`src/rtl/mult4_product_accumulator_pkg.sv`:
```
// Shared definitions for the product accumulator and the multiplier stage
// that feeds it: FSM state type and default widths.
package mult4_product_accumulator_pkg;

    // Width of the unsigned product delivered by the 4x4 multiplier array.
    localparam int PRODUCT_W = 8;

    // Default accumulator and term-counter widths.
    localparam int ACC_W_DEFAULT = 12;
    localparam int CNT_W_DEFAULT = 5;

    // ACCUM: summing a packet; HOLD: presenting a finished packet result.
    typedef enum logic {
        ACCUM = 1'b0,
        HOLD  = 1'b1
    } state_e;

endpackage

```
`src/rtl/black_cell.sv`:
```
// Prefix-tree black cell: merges two (generate, propagate) spans into one.
module black_cell (
    input  logic g_hi_i,
    input  logic p_hi_i,
    input  logic g_lo_i,
    input  logic p_lo_i,
    output logic g_o,
    output logic p_o
);

    assign g_o = g_hi_i | (p_hi_i & g_lo_i);
    assign p_o = p_hi_i & p_lo_i;

endmodule

```
`src/rtl/gray_cell.sv`:
```
// Prefix-tree gray cell: merges a span with a lower span that already reaches
// bit 0, so only the group generate (the carry) is produced.
module gray_cell (
    input  logic g_hi_i,
    input  logic p_hi_i,
    input  logic g_lo_i,
    output logic g_o
);

    assign g_o = g_hi_i | (p_hi_i & g_lo_i);

endmodule

```
`src/rtl/mult4_acc_adder.sv`:
```
// W-bit Kogge-Stone prefix adder (no carry-in) producing sum and carry-out.
// Level k combines spans 2^(k-1) apart; a gray cell is used where the lower
// span already reaches bit 0, a black cell elsewhere. Propagate terms are
// kept only for bits whose prefix is still incomplete after a level.
module mult4_acc_adder #(
    parameter int W = 12
) (
    input  logic [W-1:0] a_i,
    input  logic [W-1:0] b_i,
    output logic [W-1:0] sum_o,
    output logic         cout_o
);

    localparam int LEVELS = $clog2(W);

    logic [W-1:0] prop;
    logic [W-1:0] carry;

    assign prop = a_i ^ b_i;

    genvar k, i;
    for (k = 0; k <= LEVELS; k++) begin : g_lvl
        localparam int D   = (k == 0) ? 0 : (1 << (k - 1));
        localparam int PLO = 1 << k;

        logic [W-1:0] g_l;

        // Propagate is only needed for bits still incomplete after this level.
        if (PLO < W) begin : g_p
            logic [W-1:PLO] p_l;
        end

        if (k == 0) begin : g_init
            assign g_l     = a_i & b_i;
            assign g_p.p_l = prop[W-1:1];
        end else begin : g_step
            for (i = 0; i < W; i++) begin : g_bit
                if (i < D) begin : g_pass
                    assign g_l[i] = g_lvl[k-1].g_l[i];
                end else if (i < 2 * D) begin : g_gray
                    gray_cell u_gray (
                        .g_hi_i (g_lvl[k-1].g_l[i]),
                        .p_hi_i (g_lvl[k-1].g_p.p_l[i]),
                        .g_lo_i (g_lvl[k-1].g_l[i-D]),
                        .g_o    (g_l[i])
                    );
                end else begin : g_black
                    black_cell u_black (
                        .g_hi_i (g_lvl[k-1].g_l[i]),
                        .p_hi_i (g_lvl[k-1].g_p.p_l[i]),
                        .g_lo_i (g_lvl[k-1].g_l[i-D]),
                        .p_lo_i (g_lvl[k-1].g_p.p_l[i-D]),
                        .g_o    (g_l[i]),
                        .p_o    (g_p.p_l[i])
                    );
                end
            end
        end
    end

    // After the last level every bit holds the carry out of bits [i:0].
    assign carry  = g_lvl[LEVELS].g_l;
    assign sum_o  = prop ^ {carry[W-2:0], 1'b0};
    assign cout_o = carry[W-1];

endmodule

```
`src/rtl/mult4_product_accumulator.sv`:
```
// Packet accumulator for the 4x4 multiplier's 8-bit products. Sums products
// between in_last markers, counts terms (saturating) and flags any carry out
// of the accumulator, then holds the result on a valid/ready output port.
// Optional build macro ACC_SATURATE_EN: clamp the sum to all-ones once the
// packet has overflowed instead of wrapping.
module mult4_product_accumulator
    import mult4_product_accumulator_pkg::*;
#(
    parameter int ACC_W = ACC_W_DEFAULT,
    parameter int CNT_W = CNT_W_DEFAULT
) (
    input  logic                 clk,
    input  logic                 rst_n,
    input  logic                 in_valid,
    output logic                 in_ready,
    input  logic [PRODUCT_W-1:0] in_product,
    input  logic                 in_last,
    output logic                 out_valid,
    input  logic                 out_ready,
    output logic [ACC_W-1:0]     out_sum,
    output logic [CNT_W-1:0]     out_count,
    output logic                 out_ovf
);

    state_e             state_q, state_d;
    logic [ACC_W-1:0]   acc_q, acc_d;
    logic [CNT_W-1:0]   cnt_q, cnt_d;
    logic               ovf_q, ovf_d;
    logic [ACC_W-1:0]   out_sum_q, out_sum_d;
    logic [CNT_W-1:0]   out_count_q, out_count_d;
    logic               out_ovf_q, out_ovf_d;

    logic [ACC_W-1:0]   add_sum;
    logic               add_cout;
    logic [ACC_W-1:0]   beat_acc;
    logic [CNT_W-1:0]   beat_cnt;
    logic               beat_ovf;

    // Running sum plus the zero-extended product; carry-out is the overflow.
    mult4_acc_adder #(
        .W (ACC_W)
    ) u_adder (
        .a_i    (acc_q),
        .b_i    (ACC_W'(in_product)),
        .sum_o  (add_sum),
        .cout_o (add_cout)
    );

    // Accumulator values that result from accepting the current beat.
    always_comb begin
        beat_ovf = ovf_q | add_cout;
        beat_cnt = (cnt_q == {CNT_W{1'b1}}) ? cnt_q : cnt_q + CNT_W'(1);
`ifdef ACC_SATURATE_EN
        beat_acc = beat_ovf ? {ACC_W{1'b1}} : add_sum;
`else
        beat_acc = add_sum;
`endif
    end

    // Next-state and datapath update for the ACCUM/HOLD handshake FSM.
    always_comb begin
        // NOTE: every variable gets a default first, so no path leaves one unassigned and no latch is inferred.
        state_d     = state_q;
        acc_d       = acc_q;
        cnt_d       = cnt_q;
        ovf_d       = ovf_q;
        out_sum_d   = out_sum_q;
        out_count_d = out_count_q;
        out_ovf_d   = out_ovf_q;

        case (state_q)
            ACCUM: begin
                if (in_valid) begin
                    if (in_last) begin
                        out_sum_d   = beat_acc;
                        out_count_d = beat_cnt;
                        out_ovf_d   = beat_ovf;
                        acc_d       = '0;
                        cnt_d       = '0;
                        ovf_d       = 1'b0;
                        state_d     = HOLD;
                    end else begin
                        acc_d = beat_acc;
                        cnt_d = beat_cnt;
                        ovf_d = beat_ovf;
                    end
                end
            end
            HOLD: begin
                if (out_ready) begin
                    state_d = ACCUM;
                end
            end
            default: state_d = ACCUM;
        endcase
    end

    // State and datapath registers; reset discards any partial packet.
    always_ff @(posedge clk or negedge rst_n) begin
        if (!rst_n) begin
            state_q     <= ACCUM;
            acc_q       <= '0;
            cnt_q       <= '0;
            ovf_q       <= 1'b0;
            out_sum_q   <= '0;
            out_count_q <= '0;
            out_ovf_q   <= 1'b0;
        end else begin
            // NOTE: non-blocking assignments make every register sample pre-edge values, matching flop behaviour.
            state_q     <= state_d;
            acc_q       <= acc_d;
            cnt_q       <= cnt_d;
            ovf_q       <= ovf_d;
            out_sum_q   <= out_sum_d;
            out_count_q <= out_count_d;
            out_ovf_q   <= out_ovf_d;
        end
    end

    assign in_ready  = (state_q == ACCUM);
    assign out_valid = (state_q == HOLD);
    assign out_sum   = out_sum_q;
    assign out_count = out_count_q;
    assign out_ovf   = out_ovf_q;

endmodule
```
`config.mk`:
```
export PLATFORM = sky130hd
export DESIGN_NAME = mult4_product_accumulator
export DESIGN_NICKNAME = d
export VERILOG_FILES = /design/src/rtl/mult4_product_accumulator_pkg.sv /design/src/rtl/black_cell.sv /design/src/rtl/gray_cell.sv /design/src/rtl/mult4_acc_adder.sv /design/src/rtl/mult4_product_accumulator.sv
export SDC_FILE = /design/constraint.sdc
export NUM_CORES = 1
export LEC_CHECK = 0
export CORE_ASPECT_RATIO = 0.8
export CORE_MARGIN = 2
export CORE_UTILIZATION = 59
export CTS_BUF_LIST = sky130_fd_sc_hd__clkbuf_8
export DETAILED_ROUTE_END_ITERATION = 8
export PLACE_DENSITY = 0.87
export SYNTH_ARGS = -nofsm -noshare
export SYNTH_HDL_FRONTEND = slang
export SYNTH_SLANG_ARGS = --single-unit
```
`constraint.sdc`:
```
create_clock -name clk -period 4.9 [get_ports clk]
set_input_delay 0.735 -clock clk [delete_from_list [all_inputs] [get_ports clk]]
set_output_delay 0.735 -clock clk [all_outputs]
set_load 0.02 [all_outputs]
```
==> results.txt <==
The total power came out at 1.234 mW. The mapped netlist covers 1947 um^2. The CTS buffer count is 5.

Each instance of the synthesized netlist takes up on average 9.984 um^2. The setup slack of the worst register-to-register path is 2.61 ns. The routed length per instance is 15.54 um. The height of the chip came out at 55.38 um.

The post-placement cell area came out at 2290 um^2. For hold timing, the worst endpoint is out_count[4]$_DFFE_PN0P_. The clock input transition at the sequential cells of the worst setup and hold paths is 0.08 ns. The cell area after layout is 2376 um^2. The clock insertion delay at the later pin of the skew report came out at 0.30 ns. At the end of routability-driven placement, the weighted congestion stood at 0.8753. The final net count came out at 250.

Walking the worst path, the cells encountered are clkdlybuf4s50_1 -> ha_1 -> fa_1 -> a41o_1 -> a221oi_4 -> a21oi_2 -> a41oi_1 -> nor2_1. The power density of the placed cells is 519.3 nW/um^2. At the pin with the least slew margin, the transition time is 0.6994 ns. Of the total power, registers draw 37.6%. TritonCTS built the clock tree.

The slowest stage of the critical path is the fa_1 cell. The run finished with clean final reports. The share of the Yosys chip area taken by registers is 47.56%. The leakage power summed over all cells came out at 1.100 nW. CTS built an H-tree with a depth of 2. The worst hold path cell count is 2. The HPWL reported at the end of detailed placement is 2843 um.

The worst hold path begins at out_count[4]$_DFFE_PN0P_. The site row count came out at 18. The number of global-route vias before repair came to 1635. For this run, the total global-route usage over all layers was measured as 26.27%. Prior to clock tree synthesis, the placed netlist has a worst setup slack of 1.841 ns. The relative slew slack is 53.26%. The share of power burned in the clock network is 17.6%.

The share of total power dissipated in combinational logic is 44.8%. The effective utilization at floorplan is 62.64%. The launching point of the worst reg2reg path is acc_q[0]$_DFFE_PN0P_.

Clock tree synthesis selected as its root buffer the cell clkbuf_8. The worst hold margin came out at 0.4775 ns. Cells with a size suffix above 1 make up 8.333% of the layout.

The number of buffers inserted to repair setup after CTS came out at 0. For this run, the number of Yosys warnings is 0. The data arrival time of the critical path is 2.92 ns. The number of nets with antenna violations after routing came out at 0. The pin count of the biggest net entering global routing came out at 38. Derived from the worst setup path, the maximum achievable clock frequency is 362.1 MHz. The number of vias per cell is 5.810.

The longest clock path from root to sink contains 2 buffers. Counting every instance in the synthesized netlist gives 195. The max-slew violation total from the final report is 0. The total core area came out at 3108 um^2. The final worst clock skew is 0.008114 ns. The overall routed net length came out at 4165 um. The net switching power is 0.4837 mW. STA classifies the critical path endpoint as a flip-flop.

In the post-route analysis, the smallest setup slack over all paths is 2.138 ns. Post-CTS repair changed the size of 0 cells. The floorplan step defined a die boundary enclosing 3778 um^2.

Synthesis inferred 37 register bits. The worst reg-to-reg path cell count is 7. The non-filler instance count after layout is 268. The clock drives 37 sinks.

The data required time at the worst endpoint is 5.06 ns. The netlist uses 39 different library cells. The switching power as a share of total power came out at 39.20%. The final core utilization came out at 76.45%. The cell-internal power is 0.7502 mW. The post-placement cell count came out at 260. The number of antenna violations at the first check in global routing is 0. For this run, global-route usage on met3 was measured as 8.350%. For this design the top-level I/O count stands at 33. After detailed routing, the number of remaining DRC violations is 0. The critical path is of the input port to flip-flop type. In this run the worst hold path is classified as flip-flop to flip-flop. The highest-utilization routing layer at the global route stage is met2.

The final number of hold-violating endpoints is 0. The global routing usage on met2 is 40.78%. Setup repair after global routing left no endpoint under its margin. For this run, the slowest stage of the critical path takes 0.44 ns. Of the available clock period, the critical path in the final layout requires 56.36%. The net count after synthesis is 218.

The via count came out at 1557. The wire length of the first global-routing pass is 7300 um. Across the VDD grid, the largest voltage drop is 0.3652 mV.

The time the worst path needs with I/O delays and setup is 2.762 ns. The layout overhead on the synthesized area is 22.04%. The setup total negative slack is 0 ns.

The hold-fix buffer count after cts came out at 0. The max-cap violation count is 0. Setup violations remaining at the end of the flow were counted as 0.

The largest fanout of any net on the critical path came out at 4. The destination of the worst register-to-register timing path is ovf_q$_DFFE_PN0P_. The number of design-rule violations left by the first detailed-router iteration came out at 162. The number of antenna diodes came out at 0. In the global route stage, met1 resource usage came out at 33.60%.

The detailed-routing iteration count for the pre-antenna-repair pass is 5. The overflow left after global routing is 0. STA classifies the critical path startpoint as an input port. The die is 68.23 um wide. The count of input and output buffers came out at 32.
[worst max path at each step]
stage	from	end	slack, ns	cells past startpoint
final	in_product[0]	ovf_q$_DFFE_PN0P_	2.14	8
after global routing	in_product[0]	ovf_q$_DFFE_PN0P_	2.04	8
after CTS	in_product[0]	ovf_q$_DFFE_PN0P_	2.15	8
after detailed placement	in_product[0]	ovf_q$_DFFE_PN0P_	1.84	8
after global placement	in_product[0]	ovf_q$_DFFE_PN0P_	1.95	8
after floorplan	in_product[0]	ovf_q$_DFFE_PN0P_	2.46	7
[registers in the layout (all words and copies together) (netlist names)]
signal,flops
out_count,5
acc_q,12
out_sum,12
ovf_q,1
cnt_q,5
out_ovf,1
out_valid,1
[cell families (layout without fill, tap and decap cells)]
group | Yosys count | count (layout) | synth area share [%]
fa+ha+maj | 10 | 10 | 6.812
xor+xnor | 13 | 13 | 5.848
mux | 5 | 5 | 2.699
compound gates | 54 | 54 | 20.24
buf+inv | 9 | 42 | 1.992
simple gates | 67 | 67 | 14.85
flops | 37 | 37 | 47.56
[cells in the mapped netlist]
cell type | number | area (um^2)
nor3_1 | 2 | 10.01
a21oi_1 | 10 | 50.05
clkbuf_1 | 3 | 11.26
fa_1 | 1 | 20.02
o21ai_1 | 5 | 25.02
dfrtp_1 | 37 | 925.9
nand2_1 | 39 | 146.4
a41oi_1 | 1 | 8.760
a21oi_2 | 2 | 17.52
xor2_1 | 5 | 43.79
nor3_2 | 1 | 10.01
a21o_1 | 3 | 22.52
and2_1 | 3 | 18.77
a41o_1 | 1 | 10.01
o21a_1 | 2 | 15.01
a22o_1 | 8 | 70.07
a221oi_4 | 1 | 26.28
a211oi_2 | 1 | 12.51
ha_1 | 9 | 112.6
nor2_1 | 15 | 56.30
mux2i_1 | 3 | 30.03
and3_1 | 2 | 12.51
o311ai_2 | 1 | 16.27
a31oi_1 | 3 | 18.77
o211a_1 | 1 | 10.01
a31o_2 | 1 | 8.760
nand3_1 | 1 | 5.000
o31ai_2 | 1 | 12.51
buf_2 | 4 | 20.02
buf_1 | 1 | 3.750
xnor2_1 | 8 | 70.07
nor2b_1 | 1 | 6.260
mux2_2 | 2 | 22.52
o31ai_1 | 1 | 7.510
nand3b_1 | 2 | 15.01
inv_1 | 1 | 3.750
o21ai_0 | 11 | 55.05
o211ai_1 | 1 | 7.510
and4_1 | 1 | 8.760
[cell usage in the layout, fill, tap and decap left out, types with 2 or more instances in the layout]
cell	netlist	layout
nand2_1	39	39
dfrtp_1	37	37
clkdlybuf4s50_1	0	32
nor2_1	15	15
o21ai_0	11	11
a21oi_1	10	10
ha_1	9	9
a22o_1	8	8
xnor2_1	8	8
o21ai_1	5	5
xor2_1	5	5
clkbuf_8	0	5
and2_1	3	3
a21o_1	3	3
a31oi_1	3	3
mux2i_1	3	3
a21oi_2	2	2
nor3_1	2	2
and3_1	2	2
o21a_1	2	2
nand3b_1	2	2
mux2_2	2	2
clkinv_2	0	2
[routing by layer]
layer / routed length (um) / share of wire (%) / vias up
met5: 0 / 0 / -
li1: - / - / 754
met1: 1781 / 43 / 732
met2: 2017 / 48 / 60
met3: 267 / 6.4 / 11
met4: 98 / 2.4 / 0
[layout make-up]
type / count / area, um^2
well taps: 40 / 50.05
repair buffers: 33 / 327.8
clock inverters: 3 / 17.52
fillers: 199 / 732.0
clock buffers: 5 / 68.82
inverters: 1 / 3.754
multi-input cells: 149 / 982.2
flip-flops and latches: 37 / 925.9
[worst max-delay path, delay by kind of cell]
kind	cells	cell delay, ns
buffers and inverters	1	0.41
AND/OR/NAND/NOR	1	0.07
adder cells (fa/ha/maj)	2	0.69
AO/OA/AOI/OAI	4	1.02
[power by group through the flow]
stage / clock (mW) / sequential [mW] / combinational [mW]
2_1_floorplan: 0 / 0.518 / 0.310
4_1_cts: 0.216 / 0.463 / 0.552
3_5_place_dp: 0 / 0.469 / 0.547
3_3_place_gp: 0 / 0.461 / 0.531
6_report: 0.217 / 0.464 / 0.553
5_1_grt: 0.233 / 0.478 / 0.604
(Power assumes the default switching activity.)
